===== config.mk =====
export PLATFORM = sky130hd
export DESIGN_NAME = touch_key_gen_flat
export DESIGN_NICKNAME = d
export VERILOG_FILES = /design/src/rtl/touch_key_gen_if.sv /design/src/rtl/touch_key_gen.sv /design/src/flat_wrapper.sv
export SDC_FILE = /design/constraint.sdc
export NUM_CORES = 1
export LEC_CHECK = 0
export ABC_AREA = 1
export BUFFER_PORTS_ARGS = -buffer_cell sky130_fd_sc_hd__buf_2
export CELL_PAD_IN_SITES_DETAIL_PLACEMENT = 0
export CELL_PAD_IN_SITES_GLOBAL_PLACEMENT = 1
export CORE_ASPECT_RATIO = 2
export CORE_UTILIZATION = 44
export CTS_BUF_LIST = sky130_fd_sc_hd__clkbuf_4 sky130_fd_sc_hd__clkbuf_8
export DETAILED_ROUTE_END_ITERATION = 10
export PLACE_DENSITY = 0.85
export SYNTH_ARGS = -nofsm -noshare
export SYNTH_HDL_FRONTEND = slang
export SYNTH_SLANG_ARGS = --single-unit

===== constraint.sdc =====
create_clock -name sys_clk -period 5.2 [get_ports sys_clk]
set_input_delay 0.26 -clock sys_clk [delete_from_list [all_inputs] [get_ports sys_clk]]
set_output_delay 0.26 -clock sys_clk [all_outputs]
set_load 0.05 [all_outputs]

===== src/rtl/touch_key_gen_if.sv =====
// Touch-key generator control bus: sequence request/parameters in,
// emulated key and status out.
interface touch_key_gen_if #(
   parameter int LEN_W = 16,
   parameter int CNT_W = 8
);
   logic             start;
   logic             abort;
   logic [CNT_W-1:0] press_cnt;
   logic [LEN_W-1:0] press_len;
   logic [LEN_W-1:0] gap_len;
   logic             touch_key;
   logic             busy;
   logic             done;

   modport master (
      output start, abort, press_cnt, press_len, gap_len,
      input  touch_key, busy, done
   );

   modport slave (
      input  start, abort, press_cnt, press_len, gap_len,
      output touch_key, busy, done
   );
endinterface


===== src/rtl/touch_key_gen.sv =====
// Emulates a touch key: press_cnt presses of press_len low cycles separated
// by gap_len high cycles, with abort, completion pulse and registered outputs.
module touch_key_gen #(
   parameter int LEN_W = 16,
   parameter int CNT_W = 8
) (
   input logic         sys_clk,
   input logic         sys_rst,
   touch_key_gen_if.slave bus
);
   localparam logic [1:0] IDLE  = 2'd0;
   localparam logic [1:0] PRESS = 2'd1;
   localparam logic [1:0] GAP   = 2'd2;

   logic [1:0]       state;
   logic [CNT_W-1:0] rem_cnt;
   logic [LEN_W-1:0] len_cnt;
   logic [LEN_W-1:0] press_m1;
   logic [LEN_W-1:0] gap_m1;
   logic             touch_key_q;
   logic             busy_q;
   logic             done_q;
   logic             accept;

   // Zero-length requests behave as one cycle; result is the reload value.
   function automatic logic [LEN_W-1:0] len_m1(input logic [LEN_W-1:0] len);
      return (len == '0) ? '0 : len - LEN_W'(1);
   endfunction

   // A start landing on the done cycle is still treated as arriving while busy.
   assign accept = (state == IDLE) && bus.start && !bus.abort && !done_q &&
                   (bus.press_cnt != '0);

   always_ff @(posedge sys_clk) begin
      if (!sys_rst && accept) begin
         press_m1 <= len_m1(bus.press_len);
         gap_m1   <= len_m1(bus.gap_len);
      end
   end

   always_ff @(posedge sys_clk) begin
      if (sys_rst) begin
         state       <= IDLE;
         rem_cnt     <= '0;
         len_cnt     <= '0;
         touch_key_q <= 1'b1;
         busy_q      <= 1'b0;
         done_q      <= 1'b0;
      end else begin
         done_q <= 1'b0;
         case (state)
            IDLE: begin
               if (bus.start && !bus.abort && !done_q) begin
                  if (bus.press_cnt == '0) begin
                     done_q <= 1'b1;
                  end else begin
                     state       <= PRESS;
                     touch_key_q <= 1'b0;
                     busy_q      <= 1'b1;
                     rem_cnt     <= bus.press_cnt;
                     len_cnt     <= len_m1(bus.press_len);
                  end
               end
            end
            PRESS: begin
               if (bus.abort) begin
                  state       <= IDLE;
                  touch_key_q <= 1'b1;
                  busy_q      <= 1'b0;
               end else if (len_cnt == '0) begin
                  if (rem_cnt != '0) rem_cnt <= rem_cnt - CNT_W'(1);
                  touch_key_q <= 1'b1;
                  if (rem_cnt <= CNT_W'(1)) begin
                     state  <= IDLE;
                     busy_q <= 1'b0;
                     done_q <= 1'b1;
                  end else begin
                     state   <= GAP;
                     len_cnt <= gap_m1;
                  end
               end else begin
                  len_cnt <= len_cnt - LEN_W'(1);
               end
            end
            GAP: begin
               if (bus.abort) begin
                  state       <= IDLE;
                  touch_key_q <= 1'b1;
                  busy_q      <= 1'b0;
               end else if (len_cnt == '0) begin
                  state       <= PRESS;
                  touch_key_q <= 1'b0;
                  len_cnt     <= press_m1;
               end else begin
                  len_cnt <= len_cnt - LEN_W'(1);
               end
            end
            default: begin
               state       <= IDLE;
               touch_key_q <= 1'b1;
               busy_q      <= 1'b0;
            end
         endcase
      end
   end

   assign bus.touch_key = touch_key_q;
   assign bus.busy      = busy_q;
   assign bus.done      = done_q;
endmodule


===== src/flat_wrapper.sv =====
// flat-port wrapper written by rule: the top's interface ports become plain ports
module touch_key_gen_flat 
#(
   parameter int LEN_W = 16,
   parameter int CNT_W = 8
)
  (sys_clk, sys_rst, bus_start, bus_abort, bus_press_cnt, bus_press_len, bus_gap_len, bus_touch_key, bus_busy, bus_done);
  touch_key_gen_if #(.LEN_W(LEN_W), .CNT_W(CNT_W)) bus_i ();
  input logic sys_clk;
  input logic sys_rst;
  input wire logic [$bits(bus_i.start)-1:0] bus_start;
  input wire logic [$bits(bus_i.abort)-1:0] bus_abort;
  input wire logic [$bits(bus_i.press_cnt)-1:0] bus_press_cnt;
  input wire logic [$bits(bus_i.press_len)-1:0] bus_press_len;
  input wire logic [$bits(bus_i.gap_len)-1:0] bus_gap_len;
  output wire logic [$bits(bus_i.touch_key)-1:0] bus_touch_key;
  output wire logic [$bits(bus_i.busy)-1:0] bus_busy;
  output wire logic [$bits(bus_i.done)-1:0] bus_done;
  assign bus_i.start = bus_start;
  assign bus_i.abort = bus_abort;
  assign bus_i.press_cnt = bus_press_cnt;
  assign bus_i.press_len = bus_press_len;
  assign bus_i.gap_len = bus_gap_len;
  assign bus_touch_key = bus_i.touch_key;
  assign bus_busy = bus_i.busy;
  assign bus_done = bus_i.done;
  touch_key_gen #(.LEN_W(LEN_W), .CNT_W(CNT_W)) u_core (.sys_clk(sys_clk), .sys_rst(sys_rst), .bus(bus_i));
endmodule

==> impl_results.md, run 1 <==
- Layout cells sized above 1: 14.17%
- Setup crit end kind: register
- Starting Density: 45.80%
- Vias in the first global route: 4159
- Multiplexer share of the synthesized area: 0%
- Die span in x: 73.52 µm
- Worst R2R Setup Slack: 2910 ps
- Register area share after synthesis: 34.25%
- CP required: 5460 ps
- Worst setup path category: reg -> reg
- Largest family of logic cells by synthesized area: simple AND/OR/NAND/NOR gates
- GPL Wtd Cong: 0.8645
- Stages on the worst setup path: 11
- WP buf/inv: 5
- Inserted Clock Buffers: 9
- PD cells: 466.6 mW/mm²
- Initial antenna violation count: 0
- Unrepaired setup endpoints after global routing: false
- Root Buffer: clkbuf_8
- DP Worst Slack: 2931 ps
- Remaining DRCs: 0
- Synth top area cells: edfxtp_1, nand2_1, dfxtp_1, nor2_1, nand3_1
- CP dominant cell by count: inv_1
- Outcome: complete, no violations
- IO Port Bufs: 46
- Fillcell total: 1076
- Commonest non-fill, non-tap cells in the layout: nand2_1, nor2_1, inv_1, nand3_1, o21ai_0
- Layout Skew: 10.69 ps
- TritonCTS clock tree: built
- Met3 wire length: 331 µm
- Die ar.: 0.01066 mm²
- Total GRT Usage: 23.07%
- CP max-delay cell: dfxtp_1
- Detail Route Antenna Nets: 0
- Post-CTS setup buffers: 0
- Max Clk Rate: 0.4373 GHz
- Placed inst area: 0.004810 mm²
- CP top delay family: buffers and inverters
- Max-Cap Viols: 0
- CTS resizes: 0
- Hold Slack: 201.1 ps
- Core footprint: 0.009827 mm²
- Final period utilization: 43.98%
- Compound-cell area share of the yosys netlist: 11.70%
- Via count: 4267
- Final Hold Viols: 0
- Hold Crit Class: in -> reg
- Synth Area in Adders: 3.336%
- Most common cell after layout, fill and taps aside: nand2_1
- Critical path origin: u_core.state[1]
- Io pins: 47
- Min Tclk post-route: 2287 ps
- Post-synthesis simple-gate area fraction: 37.64%
- HPWL after DPL: 9128 µm
- Area Overhead vs Synth: 10.73%
- Worst vdd ir: 0.1594 mV
- Area occupied by multi-input gates: 0.002544 mm²
- Hold Buf Count CTS: 0
- Net count, final: 778
- R2R cell count: 11
- Global-route wire length before repair: 18940 µm
- CP Cell Sequence: inv_1 -> ha_1 -> buf_4 -> inv_1 -> a21oi_1 -> inv_1 -> nor2_1 -> nand2_4 -> clkinv_4 -> nand3_2 -> and2_1
- Fin area: 0.004984 mm²
- Number of diodes: 0
- Pin count of the biggest net entering global routing: 40
- Cell taking the most area after synthesis: edfxtp_1
- Post-synthesis cell count: 681
- Via-per-instance ratio: 4.967
- Worst Tran Pin Value: 768.3 ps
- Synth top area share: 21.35%
- H-tree depth: 3
- Clock transition at path regs: 80 ps
- XOR/XNOR Fraction of Synth Area: 3.698%
- Synthesized area: 0.004501 mm²
- Critical Path AT: 2540 ps
- Placed insts: 843
- CP max stage delay: 330 ps
- Max clock buf depth: 2
- Pleak: 2.282 nW
- Initial drt markers: 211
- Crit-path max FO: 25
- Number of iterations in the first detailed-routing pass: 5
- Seq cells post-synth: 61
- FF+latch area: 0.001541 mm²
- WL/cell: 13.47 µm
- Reg2reg start: u_core.state[1]
- Count of final setup violators: 0
- Clk sinks: 61
- Drt total wl: 11570 µm
- Synth warnings: 0
- Avg Cell Area, Syn: 6.609 µm²
- Wl on met1: 4245 µm
- Top Layer Used: met4
- Relative slew slack: 48.78%
- Post-route insts no fill: 859
- Wire length on met2: 6707 µm
- Syn_nets: 737
- Slew Limit Fails: 0
- Core Rows: 51
- Distinct cells, synth: 32
- Clk_lat worst skew: 360 ps
- Overflow after GRT: 0
- Hold Crit Depth: 2
- Setup ws final: 2913 ps
- CP Launch Type: register
- Die span in y: 145.0 µm
- Worst setup path endpoint: u_core.rem_cnt[6]
- Reg2reg end: u_core.rem_cnt[6]
- Fin Setup TNS: 0 ps
report_power, final:
group	switching, mW	internal [mW]
clock network	0.211	0.175
logic	0.844	0.403
registers	0.0841	0.609
worst register-to-register path, delay by kind of cell (launching register included):
| kind | cells | cell delay (ps) |
|---|---|---|
| AO/OA/AOI/OAI | 1 | 240 |
| flip-flops | 1 | 330 |
| buffers and inverters | 5 | 880 |
| AND/OR/NAND/NOR | 4 | 580 |
| adder cells (fa/ha/maj) | 1 | 160 |
routing by layer:
| layer | global-route usage [%] | vias up |
|---|---|---|
| li1 | - | 2259 |
| met1 | 22.04 | 1884 |
| met2 | 45.64 | 101 |
| met3 | 3.333 | 23 |
| met4 | 9.519 | 0 |
| met5 | 0 | - |
flip-flops by register name, summed over array words and instances, names as in the netlist:
signal,cells
u_core.press_m1,16
u_core.len_cnt,16
u_core.bus.busy,1
u_core.bus.touch_key,1
u_core.rem_cnt,8
u_core.gap_m1,16
u_core.bus.done,1
u_core.state,2
worst min-delay path by stage:
stage / startpoint / endpoint / slack, ps
final: bus_gap_len[0] / u_core.gap_m1[0] / 200
after global routing: bus_gap_len[0] / u_core.gap_m1[0] / 200
after CTS: bus_gap_len[0] / u_core.gap_m1[0] / 190
after detailed placement: u_core.bus.busy / u_core.bus.busy / 460
after global placement: u_core.bus.busy / u_core.bus.busy / 450
after floorplan: bus_gap_len[0] / u_core.gap_m1[0] / 450
cell usage after synthesis:
cell type	number
nand3b_1	1
nand3_2	1
o21bai_1	9
clkinv_4	1
nand2_1	176
xnor2_1	8
inv_6	1
a21oi_2	9
xor2_1	11
o21ai_0	48
nor3_2	1
nand2_2	4
nor2_2	14
inv_1	79
buf_6	5
nor4_1	1
nor2_1	119
a21oi_1	25
nor3_1	3
or2_2	3
clkbuf_1	11
ha_1	12
dfxtp_1	29
or2_0	1
nand4_1	7
buf_2	2
o31ai_1	2
nor2_4	2
and2_1	1
edfxtp_1	32
nand3_1	61
nand2_4	2
logic make-up (layout without fill, tap and decap cells):
logic type               after synthesis  in the layout
AO/OA/AOI/OAI                         93             93
adder cells (fa/ha/maj)               12             12
XOR/XNOR                              19             19
flip-flops                            61             61
buffers and inverters                 99            145
AND/OR/NAND/NOR                      397            397
layout make-up:
class	instances	share of cell area [%]
Clock inverter	7	1.004
Inverter	81	6.302
Clock buffer	9	2.486
Tap cell	132	3.314
Sequential cell	61	30.93
Multi-Input combinational cell	521	51.04
Timing Repair Buffer	48	4.921
stage by stage:
step	total power [mW]	util (%)
floorplan	1.667	-
global placement	1.926	48.94
detailed placement	1.943	48.94
CTS	2.331	50.71
global route	2.530	50.71
finish	2.326	50.71
(Power assumes the default switching activity.)
==> run 2: changes to the inputs <==
--- a/config.mk
+++ b/config.mk
@@ -5,15 +5,15 @@
 export SDC_FILE = /design/constraint.sdc
 export NUM_CORES = 1
 export LEC_CHECK = 0
-export ABC_AREA = 1
+export ABC_AREA = 0
 export BUFFER_PORTS_ARGS = -buffer_cell sky130_fd_sc_hd__buf_2
 export CELL_PAD_IN_SITES_DETAIL_PLACEMENT = 0
 export CELL_PAD_IN_SITES_GLOBAL_PLACEMENT = 1
 export CORE_ASPECT_RATIO = 2
-export CORE_UTILIZATION = 44
+export CORE_UTILIZATION = 45
 export CTS_BUF_LIST = sky130_fd_sc_hd__clkbuf_4 sky130_fd_sc_hd__clkbuf_8
 export DETAILED_ROUTE_END_ITERATION = 10
-export PLACE_DENSITY = 0.85
+export PLACE_DENSITY = 0.83
 export SYNTH_ARGS = -nofsm -noshare
 export SYNTH_HDL_FRONTEND = slang
 export SYNTH_SLANG_ARGS = --single-unit
==> constraint.sdc (replaced) <==
create_clock -name sys_clk -period 2.2 [get_ports sys_clk]
set_input_delay 0.11 -clock sys_clk [delete_from_list [all_inputs] [get_ports sys_clk]]
set_output_delay 0.11 -clock sys_clk [all_outputs]
set_load 0.05 [all_outputs]
==> run 2 against run 1 <==
Effect of this change: cell area down 1.1%; die area down 11%; total power up 94%; via count down 9.2%.
==> impl_results.md, run 2 <==
- Max-Cap Viols: 0
- Detail Route Antenna Nets: 0
- Max clock buf depth: 2
- Synth top area cells: edfxtp_1, dfxtp_1, nor2_1, o21ai_0, ha_1
- HPWL after DPL: 9063 µm
- H-tree depth: 3
- Seq cells post-synth: 61
- Final Hold Viols: 0
- Initial drt markers: 136
- Top FF cell, synth: edfxtp_1
- Compound-cell area share of the yosys netlist: 19.68%
- Root Buffer: clkbuf_8
- Drt total wl: 11560 µm
- Setup ws final: 87.71 ps
- Psw: 1.726 mW
- Share of power burned in registers: 33.2%
- Most common cell after layout, fill and taps aside: nor2_1
- Worst Tran Pin Value: 580.2 ps
- Hold Crit Class: in -> reg
- Avg Cell Area, Syn: 8.666 µm²
- Worst R2R Setup Slack: 90 ps
- Clk sinks: 61
- Global-route wire length before repair: 18490 µm
- Combinational group share of total power: 41.5%
- Min Tclk post-route: 2112 ps
- Number of synthesized flops with an enable pin: 32
- Final period utilization: 96.01%
- Clk_lat worst skew: 360 ps
- Clock transition at path regs: 80 ps
- Multiplexer share of the synthesized area: 2.010%
- Via count: 3873
- DP Worst Slack: 47.05 ps
- Fin area: 0.004930 mm²
- Io pins: 47
- PD cells: 917.1 mW/mm²
- Overflow after GRT: 0
- Count of final setup violators: 0
- Fin Setup TNS: 0 ps
- Post-synthesis simple-gate area fraction: 26.04%
- Register area share after synthesis: 37.53%
- Leading cell type by number of instances after synthesis: nor2_1
- TritonCTS clock tree: built
- Die span in x: 69.56 µm
- Clock power frac: 25.3%
- CP max-delay cell: or4_2
- Post-synthesis cell count: 474
- Layout cells sized above 1: 24.28%
- Starting Density: 45.89%
- Die span in y: 137.1 µm
- Hold Slack: 49.14 ps
- Die ar.: 0.009538 mm²
- XOR/XNOR Fraction of Synth Area: 6.183%
- Crit-path max FO: 5
- GPL Wtd Cong: 0.8677
- CP max stage delay: 630 ps
- Inserted Clock Buffers: 9
- Number of iterations in the first detailed-routing pass: 4
- WP buf/inv: 0
- Layout Skew: 12.92 ps
- Cell taking the most area after synthesis: edfxtp_1
- Total GRT Usage: 25.40%
- Initial antenna violation count: 0
- Net count, final: 603
- Slew Limit Fails: 0
- Pin count of the biggest net entering global routing: 38
- Relative slew slack: 60.96%
- Synth Area in Adders: 3.655%
- Pleak: 1.848 nW
- CP top delay family: simple AND/OR/NAND/NOR gates
- CP required: 2430 ps
- Setup crit end kind: register
- Distinct cells, synth: 64
- Vias in the first global route: 3886
- Synth top area share: 23.39%
- Worst vdd ir: 0.4300 mV
- Max Clk Rate: 0.4734 GHz
- Pint: 2.795 mW
- Outcome: complete, no violations
- CP Launch Type: register
- Worst setup path category: reg -> reg
- Largest family of logic cells by synthesized area: simple AND/OR/NAND/NOR gates
- Post-synth top cells: nor2_1, o21ai_0, edfxtp_1
- Unrepaired setup endpoints after global routing: true
- Synthesized area: 0.004108 mm²
- Hold Buf Count CTS: 0
- Syn_nets: 530
- Number of diodes: 0
- Via-per-instance ratio: 5.922
- Commonest non-fill, non-tap cells in the layout: nor2_1, buf_2, o21ai_0, buf_4, edfxtp_1
- Core footprint: 0.008951 mm²
- Switching Fraction: 38.18%
- Core Rows: 49
- Synth warnings: 0
- Power, Total: 4.521 mW
- WL/cell: 17.68 µm
- Biggest regs: u_core.gap_m1 (16), u_core.len_cnt (16), u_core.press_m1 (16)
- Placed inst area: 0.004656 mm²
- Async S/R FF share, synth: 0%
- Critical Path AT: 2340 ps
- Remaining DRCs: 0
- CP Cell Sequence: or4_4 -> or4_2 -> xnor2_1 -> o211ai_1 -> o311ai_0
- Area Overhead vs Synth: 20.01%
- IO Port Bufs: 46
-- run 2: what timing repair did --
action,in CTS,in global routing
buffers inserted,0,3
gates resized for setup,0,13
setup endpoints to repair,0,16
-- run 2: metal layers --
layer	vias up	global-route usage, %	part of all wire, %
met2	106	50.70	58
met3	28	3.314	3.4
met5	-	0	0
met1	1837	23.22	35
li1	1902	-	-
met4	0	16.78	4.4
-- run 2: worst reg2reg max path, delay by kind of cell, from the launching register on --
family / cells / cell delay (ps)
and+or+nand+nor: 2 / 1180
DFF: 1 / 370
AOI/OAI and AO/OA: 2 / 280
xor gates and xnor gates: 1 / 140
-- run 2: kinds of logic (layout without fill, tap and decap cells) --
| kind of cell | after synthesis | after routing |
|---|---|---|
| XOR/XNOR | 29 | 29 |
| buffers and inverters | 47 | 125 |
| adder cells (fa/ha/maj) | 12 | 12 |
| AND/OR/NAND/NOR | 195 | 195 |
| flip-flops | 61 | 61 |
| AO/OA/AOI/OAI | 122 | 122 |
| multiplexers | 8 | 8 |
-- run 2: area by class of cell --
class | count | area [µm²]
sequential | 61 | 1550
tap | 102 | 127.6
timing repair buffer | 90 | 585.6
multi-input combinational | 366 | 2374
clock buffer | 9 | 123.9
fill | 852 | 4021
clock inverter | 7 | 97.59
inverter | 19 | 71.32
-- run 2: power by group through the flow --
| stage | logic, mW | registers [mW] | clock network (mW) |
|---|---|---|---|
| global placement | 1.80 | 1.51 | 0 |
| finish | 1.88 | 1.50 | 1.14 |
| global route | 2.06 | 1.51 | 1.21 |
| CTS | 1.82 | 1.49 | 1.16 |
| detailed placement | 1.81 | 1.52 | 0 |
| floorplan | 1.19 | 1.50 | 0 |
-- run 2: final timing paths --
check	start	to	cells past startpoint
max	u_core.len_cnt[7]	u_core.len_cnt[12]	5
min	bus_abort	u_core.bus.done	2
max reg2reg	u_core.len_cnt[7]	u_core.len_cnt[12]	5
min reg2reg	u_core.bus.touch_key	u_core.bus.touch_key	2
-- run 2: through the flow --
stage               std cells  util, %
CTS                       651    54.49
global placement          635    52.01
global route              654    55.07
floorplan                 474        -
detailed placement        635    52.01
finish                    654    55.07
